[src/rtl/br_pred_update_ctrl.sv]
// Tournament branch predictor update scheduler.
// Tracks in-flight branches, owns the speculative GHR, sequences table
// updates and mispredict flushes, and keeps branch/mispredict counters.
//
// Ports:
//   clk, rst            clock, synchronous active-high reset
//   stall               freezes queue, GHR and counters
//   pred_*              fetch-side prediction (valid/pc/taken/global/local)
//   pred_ready          queue not full
//   res_*               MEM-stage resolution (valid/pc/taken)
//   ghr                 speculative global history
//   flush               one-cycle mispredict flush
//   upd_*               one-cycle table update bundle
//   err_unmatched       sticky resolve/queue-head mismatch
//   branch_cnt          saturating count of resolved branches
//   mispred_cnt         saturating count of mispredicted branches
module br_pred_update_ctrl #(
    parameter int DEPTH = 4,
    parameter int GHR_W = 8,
    parameter int CNT_W = 32
) (
    input  logic             clk,
    input  logic             rst,
    input  logic             stall,
    input  logic             pred_valid,
    input  logic [31:0]      pred_pc,
    input  logic             pred_taken,
    input  logic             pred_global,
    input  logic             pred_local,
    output logic             pred_ready,
    input  logic             res_valid,
    input  logic [31:0]      res_pc,
    input  logic             res_taken,
    output logic [GHR_W-1:0] ghr,
    output logic             flush,
    output logic             upd_valid,
    output logic [31:0]      upd_pc,
    output logic             upd_taken,
    output logic [GHR_W-1:0] upd_ghr,
    output logic             upd_meta_en,
    output logic             upd_meta_sel,
    output logic             err_unmatched,
    output logic [CNT_W-1:0] branch_cnt,
    output logic [CNT_W-1:0] mispred_cnt
);

    localparam int PW = (DEPTH > 1) ? $clog2(DEPTH) : 1;
    localparam int CW = PW + 1;

    logic [31:0]      q_pc     [DEPTH];
    logic             q_taken  [DEPTH];
    logic             q_global [DEPTH];
    logic             q_local  [DEPTH];
    logic [GHR_W-1:0] q_ghr    [DEPTH];

    logic [PW-1:0] head;
    logic [PW-1:0] tail;
    logic [CW-1:0] count;

    logic res_go;
    logic hit;
    logic matched;
    logic unmatched;
    logic mispred;
    logic enq;

    assign pred_ready = (count != CW'(DEPTH));

    always_comb begin
        res_go    = res_valid && !stall;
        hit       = (count != '0) && (res_pc == q_pc[head]);
        matched   = res_go && hit;
        unmatched = res_go && !hit;
        mispred   = matched && (res_taken != q_taken[head]);
        // A mispredict squashes everything younger, including this fetch.
        enq       = pred_valid && pred_ready && !stall && !mispred;
    end

    // Entry payload needs no reset; occupancy is tracked by count.
    always_ff @(posedge clk) begin
        if (enq) begin
            q_pc[tail]     <= pred_pc;
            q_taken[tail]  <= pred_taken;
            q_global[tail] <= pred_global;
            q_local[tail]  <= pred_local;
            q_ghr[tail]    <= ghr;
        end
    end

    always_ff @(posedge clk) begin
        if (rst) begin
            head          <= '0;
            tail          <= '0;
            count         <= '0;
            ghr           <= '0;
            flush         <= 1'b0;
            upd_valid     <= 1'b0;
            upd_pc        <= '0;
            upd_taken     <= 1'b0;
            upd_ghr       <= '0;
            upd_meta_en   <= 1'b0;
            upd_meta_sel  <= 1'b0;
            err_unmatched <= 1'b0;
            branch_cnt    <= '0;
            mispred_cnt   <= '0;
        end else begin
            upd_valid <= matched;
            flush     <= mispred;

            if (unmatched) begin
                err_unmatched <= 1'b1;
            end

            if (matched) begin
                upd_pc       <= q_pc[head];
                upd_taken    <= res_taken;
                upd_ghr      <= q_ghr[head];
                upd_meta_en  <= q_global[head] != q_local[head];
                upd_meta_sel <= q_local[head] == res_taken;
                if (branch_cnt != '1) begin
                    branch_cnt <= branch_cnt + CNT_W'(1);
                end
            end

            if (mispred) begin
                head  <= '0;
                tail  <= '0;
                count <= '0;
                // Rebuild history from the snapshot plus the true outcome.
                ghr   <= {q_ghr[head][GHR_W-2:0], res_taken};
                if (mispred_cnt != '1) begin
                    mispred_cnt <= mispred_cnt + CNT_W'(1);
                end
            end else begin
                if (matched) begin
                    head <= head + PW'(1);
                end
                if (enq) begin
                    tail <= tail + PW'(1);
                    ghr  <= {ghr[GHR_W-2:0], pred_taken};
                end
                count <= count + CW'(enq) - CW'(matched);
            end
        end
    end

endmodule

[config.mk]
export PLATFORM = sky130hd
export DESIGN_NAME = br_pred_update_ctrl
export DESIGN_NICKNAME = d
export VERILOG_FILES = /design/src/rtl/br_pred_update_ctrl.sv
export SDC_FILE = /design/constraint.sdc
export NUM_CORES = 1
export LEC_CHECK = 0
export ABC_AREA = 1
export CAP_MARGIN = 0
export CORE_ASPECT_RATIO = 0.5
export CORE_MARGIN = 2
export CORE_UTILIZATION = 30
export CTS_BUF_LIST = sky130_fd_sc_hd__clkbuf_4 sky130_fd_sc_hd__clkbuf_8
export CTS_CLUSTER_DIAMETER = 40
export DETAILED_ROUTE_END_ITERATION = 6
export GPL_TIMING_DRIVEN = 0
export MAX_ROUTING_LAYER = met4
export PLACE_DENSITY_LB_ADDON = 0.1
export SKIP_LAST_GASP = 1
export SYNTH_ARGS = -nofsm -noshare
export SYNTH_HDL_FRONTEND = slang
export SYNTH_SLANG_ARGS = --single-unit
[constraint.sdc]
create_clock -name clk -period 3.8 [get_ports clk]
set_input_delay 0.76 -clock clk [delete_from_list [all_inputs] [get_ports clk]]
set_output_delay 0.76 -clock clk [all_outputs]
set_load 0.02 [all_outputs]
==> run metrics, run 1 <==
outcome finished clean; most common cell in the synthesized netlist nand2_1; Total GRT Usage 0.2003; critical path capture point type register; Fmax between 200 and 300 MHz; Setup Skew approximately 47 ps; #FFs+latches synth around 300; pwr dens 385.1 nW/um2; worst-path fanout max 10; leak pwr between 6 and 7 nW; CP Class register to register; Die Y about 160 um; core area 45420 um2; grt total ovfl 0; Final Hold Viols 0; CTS tree built; measured slew at the worst slew-check pin roughly 1100 ps; footprint of the multi-input gates 5497 um2; RD Place Congestion 0.9452; asr flop ratio synth 0; max incr delay on CP 370 ps; io pins between 150 and 200; initial antenna violation count 0; Mapped Nets approximately 1700; placed cells ~2400; Remaining DRCs 0; max-capacitance violation count 0; Crit path required time roughly 4400 ps; worst-path cell chain buf_6 > inv_2 > buf_8 > buf_8 > nand2_1 > nand3_1 > nand2_1 > nand2_1 > nand2_1 > nor2_1 > nand2_1 > nor2_1 > nand3_2 > nor2_4 > nand3_4 > nand2_8 > ha_1 > inv_1 > ha_1 > inv_1 > fa_1 > xor2_1 > inv_1 > nor2_1; Clock Pin Slew Worst Setup and Hold Paths ~60 ps; Worst-Skew Late Latency ~620 ps; fin crit period around 3600 ps; FF/Latch Area 7707 um2; DPL Wire Length 34090 um; sequential area share after synthesis 0.5551; initial core utilization 0.3057; Top delay family on crit path simple AND/OR/NAND/NOR gates; routed vias/inst roughly 4.8; vias in the first global route 11630; Post-Syn Instances between 1500 and 2000; Synth Area per Inst 8.689 um2; Worst Hold Class register to register; top post-synthesis cells by count nand2_1 (449), edfxtp_1 (172), nand3_1 (158), nor2_1 (147), dfxtp_1 (127); Area Overhead vs Synth 28.00%; H-tree depth 2; I/O Buffers between 150 and 200; Root Buffer clkbuf_8; Final Non-Filler Cells between 2000 and 2500; EDFF count, synth about 170; worst-case clock buffer depth 3; DIE AREA 48120 um2; peak supply drop ~0.23 mV; Worst slew margin 0.2641; WP data arrival about 4100 ps; TritonCTS buffer count 48; largest net degree at the start of global routing 25; Worst Setup Start Kind register; Antenna Nets Post-Route 0; final max-slew violation count 0; aggregate routed wire length ~47000 um; clock sink total between 200 and 300; Slowest-stage cell, CP fa_1; Filler Cell Count between 4000 and 5000; most frequent CP cell nand2_1; mapped cell area 13880 um2; Finish-stage setup viols 0; area share of the largest cell type after synthesis 0.3720; Post-synth top flop edfxtp_1; first-pass GRT wire length 70880 um; Final Util 0.3913; die width 308.2 um; Syn. warnings 0; antenna fix cells 0; ratio of cells with drive above 1 in the final layout 0.08051; Starting DRT DRC Count ~980; routed len/inst 18.86 um; First-pass DRT Iterations 5; ranking of synthesized cells by area edfxtp_1 (37%), dfxtp_1 (18%), nand2_1 (12%), nand3_1 (5.7%), nor2_1 (4.0%); Row Count 55; Synth cell types 37; fin nets slightly below 2000; total number of vias approximately 12000; cts-stage hold buffer count 0; post-synth top area cell edfxtp_1; final worst path period share 0.9439; WP buf/inv 7
report_power, final:
| part | switching (mW) | internal [mW] | total (mW) | leakage (nW) |
|---|---|---|---|---|
| sequential | 0.0143 | 3.47 | 3.49 | 2.59 |
| combinational | 0.254 | 0.145 | 0.399 | 3.42 |
| clock | 1.39 | 1.57 | 2.96 | 0.527 |
layout by cell type, fill, tap and decap left out, types with 2 or more instances in the layout:
cell / n
nand3_2: 2
clkinv_2: 8
nand2_1: 447
nor3_1: 31
o21ai_0: 63
nor2_1: 142
nand3_1: 158
clkbuf_4: 15
nand2_2: 4
bufinv_16: 3
nor4_1: 17
ha_1: 8
clkinv_1: 11
a21oi_1: 97
nand4_1: 58
buf_2: 19
edfxtp_1: 172
xnor2_1: 12
or2_2: 2
clkdlybuf4s50_1: 191
nand3b_1: 19
buf_8: 2
nor2_2: 2
buf_12: 6
buf_4: 17
clkbuf_1: 29
clkbuf_8: 50
clkbuf_2: 2
inv_1: 92
dfxtp_1: 127
xor2_1: 45
inv_2: 2
buf_6: 4
a32o_1: 3
nor2_4: 5
o22ai_1: 8
timing repair:
item	in CTS	in global routing
gates resized for setup	5	14
pin swaps	1	3
buffers inserted	1	6
endpoints found under the setup margin	70	70
tightest hold or removal path: cells and delay by family, from the launching register on:
kind                   cells  cell delay [ps]
buffers and inverters      1               50
DFF                        1              310
AOI/OAI and AO/OA          1               70
sequential cells by signal (all words and copies together) (netlist names), 2 cells and up, named ones only:
| signal | count |
|---|---|
| q_pc | 128 |
| branch_cnt | 32 |
| mispred_cnt | 32 |
| q_ghr | 32 |
| upd_pc | 32 |
| ghr | 8 |
| upd_ghr | 8 |
| q_global | 4 |
| q_local | 4 |
| q_taken | 4 |
| count | 3 |
| head | 2 |
| tail | 2 |
cell type report:
type | count | area share
Multi-Input combinational cell | 1133 | 0.3093
Timing Repair Buffer | 203 | 0.1162
Buffer | 70 | 0.02267
Tap cell | 598 | 0.04210
Clock buffer | 63 | 0.04421
Inverter | 95 | 0.02021
Clock inverter | 25 | 0.01169
Sequential cell | 299 | 0.4337
path summary, 6_finish.rpt:
check / depth (start not counted) / to / slack [ps] / start
max: 24 / count[2] / 210 / register
max reg2reg: 24 / count[2] / 210 / register
min reg2reg: 2 / head[1] / 460 / head[1]
min: 2 / head[1] / 460 / head[1]
logic make-up after synthesis:
family | count (synthesis) | synth area share
simple gates | 894 | 0.2832
flops | 299 | 0.5551
compound gates | 173 | 0.06434
buf+inv | 166 | 0.05272
xor+xnor | 57 | 0.03596
fa+ha+maj | 9 | 0.008651
per-layer routing:
| metal | part of all wire | wire length, um | GRT usage | vias to the layer above |
|---|---|---|---|---|
| met5 | 0 | 0 | - | - |
| met4 | 0.026 | 1226 | 0.05784 | 0 |
| met3 | 0.056 | 2620 | 0.03437 | 82 |
| met2 | 0.47 | 21820 | 0.3185 | 310 |
| met1 | 0.45 | 21210 | 0.2628 | 5682 |
| li1 | - | - | - | 5950 |
metrics by stage:
stage / total power, mW / setup WS (ps) / instance area (um2) / TNS, ps / hold slack [ps]
global placement: 3.950 / -3216 / 16540 / -538150 / 453.1
floorplan: 3.741 / -98.13 / 13880 / -16880 / 433.5
CTS: 6.934 / 15.95 / 17680 / 0 / 466.8
global route: 7.131 / -18.52 / 17770 / -18.52 / 506.1
finish: 6.844 / 213.2 / 17770 / 0 / 464.5
detailed placement: 3.955 / -418.0 / 16670 / -26470 / 453.7
Note: power is estimated with default switching activity, not from simulation.
==> run 2: changes to the inputs <==
CORE_UTILIZATION = 51   (was 30)
==> run 2 against run 1 <==
Against the previous run:
- first-iteration DRC count rose by 10%
- fmax fell by 0.99%
- worst setup slack got worse by 36 ps
- cell area fell by 2.0%
- clock power fell by 5%
- highest routed layer unchanged
- sequential power barely moved
- routed wire length fell by 8.6%
- global-route usage rose by 11 points
==> run metrics, run 2 (synthesized netlist as in run 1, its figures left out) <==
RD Place Congestion 0.9081 (-3.9%); Largest Register q_pc; clock sink total 299 (unchanged); critical path capture point type register; Remaining DRCs 0 (unchanged); Antenna Nets Post-Route 0 (unchanged); io pins 192 (unchanged); worst-path cell chain buf_2 > buf_2 > nand3_1 > nand2_1 > nand2_1 > nand2_1 > nand3_1 > nor2_1 > nand3b_1 > nor2_4 > nand3_4 > nand2_8 > ha_1 > inv_1 > ha_1 > inv_1 > fa_1 > xor2_1 > inv_1 > nor2_1; CP Class register to register; routed vias/inst 5.571 (+15%); Slowest-stage cell, CP fa_1; CTS tree built; Starting DRT DRC Count 1075 (+10%); highest-count cells in the layout ignoring fill and taps nand2_1 (446), clkdlybuf4s50_1 (191), edfxtp_1 (172), nand3_1 (158), nor2_1 (142); Final Util 0.6547 (+0.2634); TritonCTS buffer count 43 (-10%); Net Switching 1.553 mW (-6.5%); Int Power 5.133 mW (-0.98%); Clock power frac 0.419 (-0.013); final max-slew violation count 0 (unchanged); Comb pwr share 0.059 (about the same); measured slew at the worst slew-check pin 892.8 ps (-202.7 ps); footprint of the multi-input gates 5499 um2 (about the same); Final Hold Viols 0 (unchanged); aggregate routed wire length 42850 um (-8.6%); fin nets 1930 (-0.10%); First-pass DRT Iterations 6 (+1); Clock Pin Slew Worst Setup and Hold Paths 70 ps (about the same); DP Area 16350 um2 (-2.0%); WP data arrival 4150 ps (+20 ps); Area Overhead vs Synth 25.39%; DIE AREA 28640 um2 (-40%); total number of vias 12450 (+3.6%); Row Count 42 (-24%); fin crit period 3623 ps (+35.70 ps); Worst path depth 20 (-17%); cts-stage hold buffer count 0 (unchanged); Total GRT Usage 0.3068 (+0.1065); DPL Wire Length 30980 um (-9.1%); leak pwr 6.520 nW (-0.33%); outcome finished clean; commonest non-fill, non-tap cell in the layout nand2_1; max-capacitance violation count 0 (unchanged); worst-path fanout max 10 (unchanged); Crit path required time 4320 ps (-30 ps); max reg flops 128 (unchanged); post-route cell area 17410 um2 (-2.0%); worst-case clock buffer depth 3 (unchanged); Filler Cell Count 2118 (-55%); Switching Share 0.2322 (-0.01035); Worst-Skew Late Latency 600 ps (-20 ps); Fmax 276.0 MHz (-0.99%); core area 26590 um2 (-41%); Setup Skew 23.67 ps (-22.85 ps); placed cells 2145 (-10%); Finish-stage setup viols 0 (unchanged); I/O Buffers 191 (unchanged); ratio of cells with drive above 1 in the final layout 0.08183 (+0.001319); Final Non-Filler Cells 2235 (-10%); hold_sp head[1]; Root Buffer clkbuf_8; routed len/inst 19.17 um (+1.7%); WP buf/inv 5 (-2); initial core utilization 0.5222 (+0.2165); first-pass GRT wire length 65440 um (-7.7%); H-tree depth 2 (unchanged); Sequential Power Share 0.522 (+0.013); pwr dens 384.0 nW/um2 (-0.28%); Worst Setup Start Kind register; Reg2Reg Depth 20 (-17%); Worst Hold Class register to register; max incr delay on CP 370 ps (about the same); vias in the first global route 11690 (+0.56%); Die Y 120.7 um (-23%); hold depth 2 (unchanged); final worst path period share 0.9533 (+0.009395); Top delay family on crit path simple AND/OR/NAND/NOR gates; Worst slew margin 0.4003 (+0.1362); grt total ovfl 0 (unchanged); peak supply drop 0.3248 mV (+44%); Setup TNS Final 0 ps (unchanged); largest net degree at the start of global routing 27 (+8.0%); die width 237.3 um (-23%); FF/Latch Area 7707 um2 (unchanged); initial antenna violation count 1 (+1)
## run 2: changes by cell type in the layout (fill, tap and decap cells not counted), sizes merged
cell,change
clkinv,-10
buf,+4
clkbuf,-2
clkinvlp,+1
diode,+1
inv,+1
## run 2: what timing repair did
action	CTS	global route
endpoints found under the setup margin	2	2
gates resized for setup	4	12
cloned	0	0
setup buffers	0	11
pin swaps	1	5
hold endpoints to repair	0	0
## run 2: power groups by stage
stage          Sequential [mW]  Combinational [mW]  Clock, mW
6_report                  3.49               0.395       2.80
5_1_grt                   3.49               0.427       2.98
4_1_cts                   3.49               0.387       2.83
3_5_place_dp              3.56               0.384          0
3_3_place_gp              3.56               0.362          0
2_1_floorplan             3.56               0.182          0
## run 2: cell type report
| type | count | area share |
|---|---|---|
| plain buffers | 70 | 0.02242 |
| inverters | 95 | 0.02063 |
| flip-flops and latches | 299 | 0.4427 |
| clock buffers | 62 | 0.04398 |
| diodes | 1 | 0.0001437 |
| repair buffers | 206 | 0.1192 |
| well taps | 352 | 0.02530 |
| clock inverters | 17 | 0.009774 |
| multi-input cells | 1133 | 0.3159 |
## run 2: worst min-delay path, delay by kind of cell (launching register included)
kind,cells,cell delay (ps)
AOI/OAI and AO/OA,1,70
DFF,1,320
buffers and inverters,1,50
## run 2: metal layers
| layer | up-vias | global-route usage | wire length [um] |
|---|---|---|---|
| met5 | - | - | 0 |
| met4 | 0 | 0.08491 | 1026 |
| met3 | 87 | 0.05913 | 3483 |
| met2 | 569 | 0.4787 | 19670 |
| met1 | 5858 | 0.4134 | 18660 |
| li1 | 5938 | - | - |
## run 2: through the flow
step	setup slack (ps)	hold slack (ps)	power, mW
floorplan	-98.13	433.5	3.741
global placement	-2559	449.4	3.925
detailed placement	-397.4	462.7	3.941
CTS	1.983	465.4	6.706
global route	-13.89	483.6	6.897
finish	177.5	476.0	6.686
## run 2: final timing paths
| check | slack (ps) | end |
|---|---|---|
| hold / removal | 480 | register |
| setup / recovery | 180 | count[2] |
| hold reg to reg | 480 | register |
| setup reg to reg | 180 | count[2] |
==> RTL change 1: new RTL, flow settings as in run 1 <==
Put one more register stage on the output `mispred_cnt`. The value now appears one clock later. The other outputs are not delayed to match.
--- a/src/rtl/br_pred_update_ctrl.sv
+++ b/src/rtl/br_pred_update_ctrl.sv
@@ -46,6 +46,8 @@
 
     localparam int PW = (DEPTH > 1) ? $clog2(DEPTH) : 1;
     localparam int CW = PW + 1;
+
+    logic [CNT_W-1:0] mispred_cnt_s0;
 
     logic [31:0]      q_pc     [DEPTH];
     logic             q_taken  [DEPTH];
@@ -102,7 +104,7 @@
             upd_meta_sel  <= 1'b0;
             err_unmatched <= 1'b0;
             branch_cnt    <= '0;
-            mispred_cnt   <= '0;
+            mispred_cnt_s0 <= '0;
         end else begin
             upd_valid <= matched;
             flush     <= mispred;
@@ -128,8 +130,8 @@
                 count <= '0;
                 // Rebuild history from the snapshot plus the true outcome.
                 ghr   <= {q_ghr[head][GHR_W-2:0], res_taken};
-                if (mispred_cnt != '1) begin
-                    mispred_cnt <= mispred_cnt + CNT_W'(1);
+                if (mispred_cnt_s0 != '1) begin
+                    mispred_cnt_s0 <= mispred_cnt_s0 + CNT_W'(1);
                 end
             end else begin
                 if (matched) begin
@@ -144,5 +146,9 @@
         end
     end
 
+    always_ff @(posedge clk) begin
+        mispred_cnt <= mispred_cnt_s0;
+    end
+
 endmodule
 
Behaviour: not the same (Yosys sat finds a counterexample within 4 cycles, from zero or initial values and one cycle with rst high).
==> RTL change 1 against run 1 <==
  * Die area grew 5.4%
  * Non-clock buffer count grew 3
  * Sequential cell count rose by 32
  * Critical path depth down 2
  * Wire length increased by 4.4%
  * Count of clock-buffer cells in the layout increased by 10
  * Total power increased by 11%
  * Area after synthesis rose by 5.5%
  * Design area grew 5.7%
  * Worst setup slack lost 0.026 ns
  * Largest power group unchanged
==> RTL change 1: results (changes against run 1) <==
| Metric | Value |
|---|---|
| Status | `completed (unchanged)` |
| Min Hold Slack | `0.352 ns (was 0.465 ns)` |
| Largest net degree at the start of global routing | `24 (was 25)` |
| NumNets Final | `1984 (was 1932)` |
| Post-layout instance count excluding filler cells | `2594 (was 2486)` |
| P_leak | `6.98 nW (was 6.54 nW)` |
| Critical path arrival | `4.16 ns (was 4.13 ns)` |
| DR iter-0 viols | `852 (was 975)` |
| Antenna violations before repair | `2 (was 0)` |
| Fillers | `4991 (was 4666)` |
| Total Routing Usage GR | `19.7% (was 20.0%)` |
| Post-Synth Adder-Cell Area | `0.820% (was 0.865%)` |
| Met3 Use GR | `3.18% (was 3.44%)` |
| Synth top cells by count | `451 x nand2_1, 173 x nand3_1, 172 x edfxtp_1, 159 x dfxtp_1, 145 x nor2_1 (was 449 x nand2_1, 172 x edfxtp_1, 158 x nand3_1, 147 x nor2_1, 127 x dfxtp_1)` |
| Final wirelength | `48.9 mm (was 46.9 mm)` |
| Gpl congestion | `0.900 (was 0.945)` |
| Largest cells by area after synthesis | `edfxtp_1 35%, dfxtp_1 22%, nand2_1 12% (was edfxtp_1 37%, dfxtp_1 18%, nand2_1 12%)` |
| Final HPWL DP | `35.1 mm (was 34.1 mm)` |
| Met2 Track Usage GR | `31.1% (was 31.9%)` |
| Mean Syn Cell Area | `8.91 sq um (was 8.69 sq um)` |
| Max rail drop VDD | `0.209 mV (was 0.225 mV)` |
| Reg2Reg Setup Slack | `0.19 ns (was 0.21 ns)` |
| Dpl cells | `2491 (was 2392)` |
| TritonCTS Buffers | `51 (was 48)` |
| Slew HR | `39.7% (was 26.4%)` |
| WL met2 | `22.7 mm (was 21.8 mm)` |
| Synthesized Nets | `1727 (was 1680)` |
| Vias in the first global route | `11900 (was 11600)` |
| XOR/XNOR share of the synthesized area | `3.41% (was 3.60%)` |
| Vias per cell | `4.77 (was 4.84)` |
| WL met3 | `2.21 mm (was 2.62 mm)` |
| Sequential cell area fraction in the yosys report | `57.0% (was 55.5%)` |
| Post-synth cell types | `40 (was 37)` |
| First-pass GRT wire length | `73.2 mm (was 70.9 mm)` |
| GR Util met1 | `26.2% (was 26.3%)` |
| Synth Area in Compound Gates | `6.51% (was 6.43%)` |
[RTL change 1: cell types whose count changed in the layout (fill, tap and decap cells not counted), sizes merged, moves of 3 or more]
cell | before | now
xor2 | 45 | 48
o21ai | 64 | 68
clkinv | 21 | 16
a31oi | 0 | 4
nand4 | 59 | 51
a21oi | 97 | 100
buf | 49 | 55
nand3 | 161 | 175
dfxtp | 127 | 159
inv | 96 | 91
clkbuf | 96 | 103
nor3 | 32 | 37
xnor2 | 12 | 9
[RTL change 1: logic make-up (layout without fill, tap and decap cells)]
group | count (synthesis) | count (layout)
AOI/OAI and AO/OA | 184 | 184
other | 0 | 1
DFF | 331 | 331
and+or+nand+nor | 901 | 901
buffers and inverters | 163 | 462
adders and majority gates | 9 | 9
xor gates and xnor gates | 57 | 57
[RTL change 1: worst max-delay path, stage by stage (launching register included)]
cell	delay (ns)
dfxtp_1	0.32
buf_4	0.17
inv_2	0.09
buf_8	0.16
buf_6	0.15
nand2_1	0.06
nand3_1	0.08
nand3b_1	0.24
nand2_1	0.08
nor2_1	0.14
nand2_1	0.07
nor2_1	0.08
nand2_1	0.10
nor2_4	0.19
nand4_4	0.18
nand2_8	0.15
ha_1	0.23
inv_1	0.05
ha_1	0.13
inv_1	0.05
fa_1	0.37
or2_2	0.30
a21oi_1	0.14
[RTL change 1: path summary, 6_finish.rpt]
path	endpoint	cells after the start
worst max register to register	count[2]$_SDFF_PP0_	22
worst min register to register	mispred_cnt[22]$_DFF_P_	0
worst max-delay path	count[2]$_SDFF_PP0_	22
worst min-delay path	mispred_cnt[22]$_DFF_P_	0
[RTL change 1: area by class of cell]
type                            count  share of cell area, %
Tap cell                          649                   4.32
Sequential cell                   331                   44.4
Antenna cell                        1                 0.0133
Clock buffer                       73                   4.75
Inverter                           91                   1.84
Timing Repair Buffer              204                   11.1
Multi-Input combinational cell   1151                   29.9
Clock inverter                     22                   1.23
Buffer                             72                   2.38
[RTL change 1: repair_timing]
item | 4_1_cts | 5_1_grt
resized for setup | 9 | 16
hold endpoints to repair | 0 | 0
buffers inserted | 0 | 7
endpoints found under the setup margin | 19 | 1
pin swaps | 0 | 4
[RTL change 1: per-stage QoR]
stage | area [sq um] | setup WS, ns | TNS, ns | utilization [%]
final | 18800 | 0.188 | 0 | 38.9
after global routing | 18800 | -0.0154 | -0.0154 | 38.9
after CTS | 18700 | 0.0124 | 0 | 38.7
after detailed placement | 17500 | -0.532 | -6.64 | 36.2
after global placement | 17400 | -3.01 | -501.10 | 35.9
after floorplan | 14600 | -0.00993 | -1.71 | -
[RTL change 1: where the power goes]
| part | internal (W) | switching [W] |
|---|---|---|
| combinational | 0.000154 | 0.000266 |
| sequential | 0.00381 | 0.0000155 |
| clock | 0.00186 | 0.00150 |
==> RTL change 2: new RTL, config.mk and constraints of run 1 <==
Made on the original files. Change the parameter `CNT_W` from 32 to 36.
--- a/src/rtl/br_pred_update_ctrl.sv
+++ b/src/rtl/br_pred_update_ctrl.sv
@@ -17,7 +17,7 @@
 module br_pred_update_ctrl #(
     parameter int DEPTH = 4,
     parameter int GHR_W = 8,
-    parameter int CNT_W = 32
+    parameter int CNT_W = 36
 ) (
     input  logic             clk,
     input  logic             rst,
Interface: changed (resized branch_cnt and mispred_cnt); port bits go from 192 to 200. No check against the original RTL was run, so the function may have changed too.
==> RTL change 2 against run 1 <==
  * Worst hold slack better by 0.019 ns
  * Area after synthesis up 4.6%
  * Worst setup slack better by 0.030 ns
  * Via count up 6.8%
  * Largest power group unchanged
  * Design area up 5.7%
  * Largest cell class unchanged
  * Sequential cell count up 8
  * Wire length up 10%
  * Total power up 5.8%
==> RTL change 2: results (changes against run 1) <==
| Metric | Value |
|---|---|
| Status | `completed (unchanged)` |
| Slew @ Worst Pin | `0.905 ns (was 1.10 ns)` |
| P_clk | `0.00325 W (was 0.00296 W)` |
| Vias in the first global route | `12400 (was 11600)` |
| # port buffers | `198 (was 191)` |
| DP Area | `17400 sq um (was 16700 sq um)` |
| Post-layout instance count excluding filler cells | `2641 (was 2486)` |
| Met2 Track Usage GR | `33.3% (was 31.9%)` |
| Synth top cells by count | `465 x nand2_1, 172 x edfxtp_1, 154 x nor2_1, 151 x nand3_1, 135 x dfxtp_1 (was 449 x nand2_1, 172 x edfxtp_1, 158 x nand3_1, 147 x nor2_1, 127 x dfxtp_1)` |
| Synthesized Nets | `1778 (was 1680)` |
| Dpl cells | `2537 (was 2392)` |
| Critical path arrival | `4.12 ns (was 4.13 ns)` |
| Met3 Use GR | `3.16% (was 3.44%)` |
| TritonCTS Buffers | `53 (was 48)` |
| Multi-input gate area | `6010 sq um (was 5500 sq um)` |
| Max rail drop VDD | `0.255 mV (was 0.225 mV)` |
| Total Routing Usage GR | `20.9% (was 20.0%)` |
| Layout cells sized above 1 | `8.74% (was 8.05%)` |
| Clk pwr share | `45.0% (was 43.2%)` |
| Post-Synth Adder-Cell Area | `0.827% (was 0.865%)` |
| GR Util met1 | `28.2% (was 26.3%)` |
| Largest cells by area after synthesis | `edfxtp_1 36%, dfxtp_1 19%, nand2_1 12% (was edfxtp_1 37%, dfxtp_1 18%, nand2_1 12%)` |
| Buf/Inv on CP | `6 (was 7)` |
| Post-CTS resize count | `16 (was 5)` |
| Pint | `0.00550 W (was 0.00518 W)` |
| Layout Skew | `0.0245 ns (was 0.0465 ns)` |
| Gpl congestion | `0.941 (was 0.945)` |
| Cells after Synth | `1696 (was 1598)` |
| Sequential cell area fraction in the yosys report | `54.1% (was 55.5%)` |
| DR iter-0 viols | `918 (was 975)` |
| Largest net degree at the start of global routing | `26 (was 25)` |
| First-pass GRT wire length | `77.8 mm (was 70.9 mm)` |
| Synth Area in Compound Gates | `7.59% (was 6.43%)` |
| Clk_lat worst skew | `0.63 ns` |
| Routed via count | `12800 (was 12000)` |
| NumNets Final | `2042 (was 1932)` |
| Dpl ws | `-0.688 ns (was -0.418 ns)` |
| WL/cell | `19.6 microns (was 18.9 microns)` |
| P_leak | `6.83 nW (was 6.54 nW)` |
RTL change 2: layer usage:
| layer | wire [microns] | share of wire (%) |
|---|---|---|
| met1 | 24300 | 47 |
| met4 | 862 | 1.7 |
| met3 | 2350 | 4.5 |
| met5 | 0 | 0 |
| met2 | 24200 | 47 |
RTL change 2: final cells by class:
class                   instances  area share [%]
plain buffers                  80            2.63
clock buffers                  80            5.16
clock inverters                18           0.919
inverters                      90            1.81
multi-input cells            1219            32.0
flip-flops and latches        307            41.9
well taps                     638            4.25
repair buffers                209            11.3
RTL change 2: final timing paths:
check | to | depth (start not counted) | slack [ns] | start
worst max-delay path | count[2]$_SDFF_PP0_ | 23 | 0.24 | flip-flop
worst min-delay path | branch_cnt[35]$_SDFFE_PP0P_ | 2 | 0.48 | branch_cnt[35]$_SDFFE_PP0P_
worst max register to register | count[2]$_SDFF_PP0_ | 23 | 0.24 | flip-flop
worst min register to register | branch_cnt[35]$_SDFFE_PP0P_ | 2 | 0.48 | branch_cnt[35]$_SDFFE_PP0P_
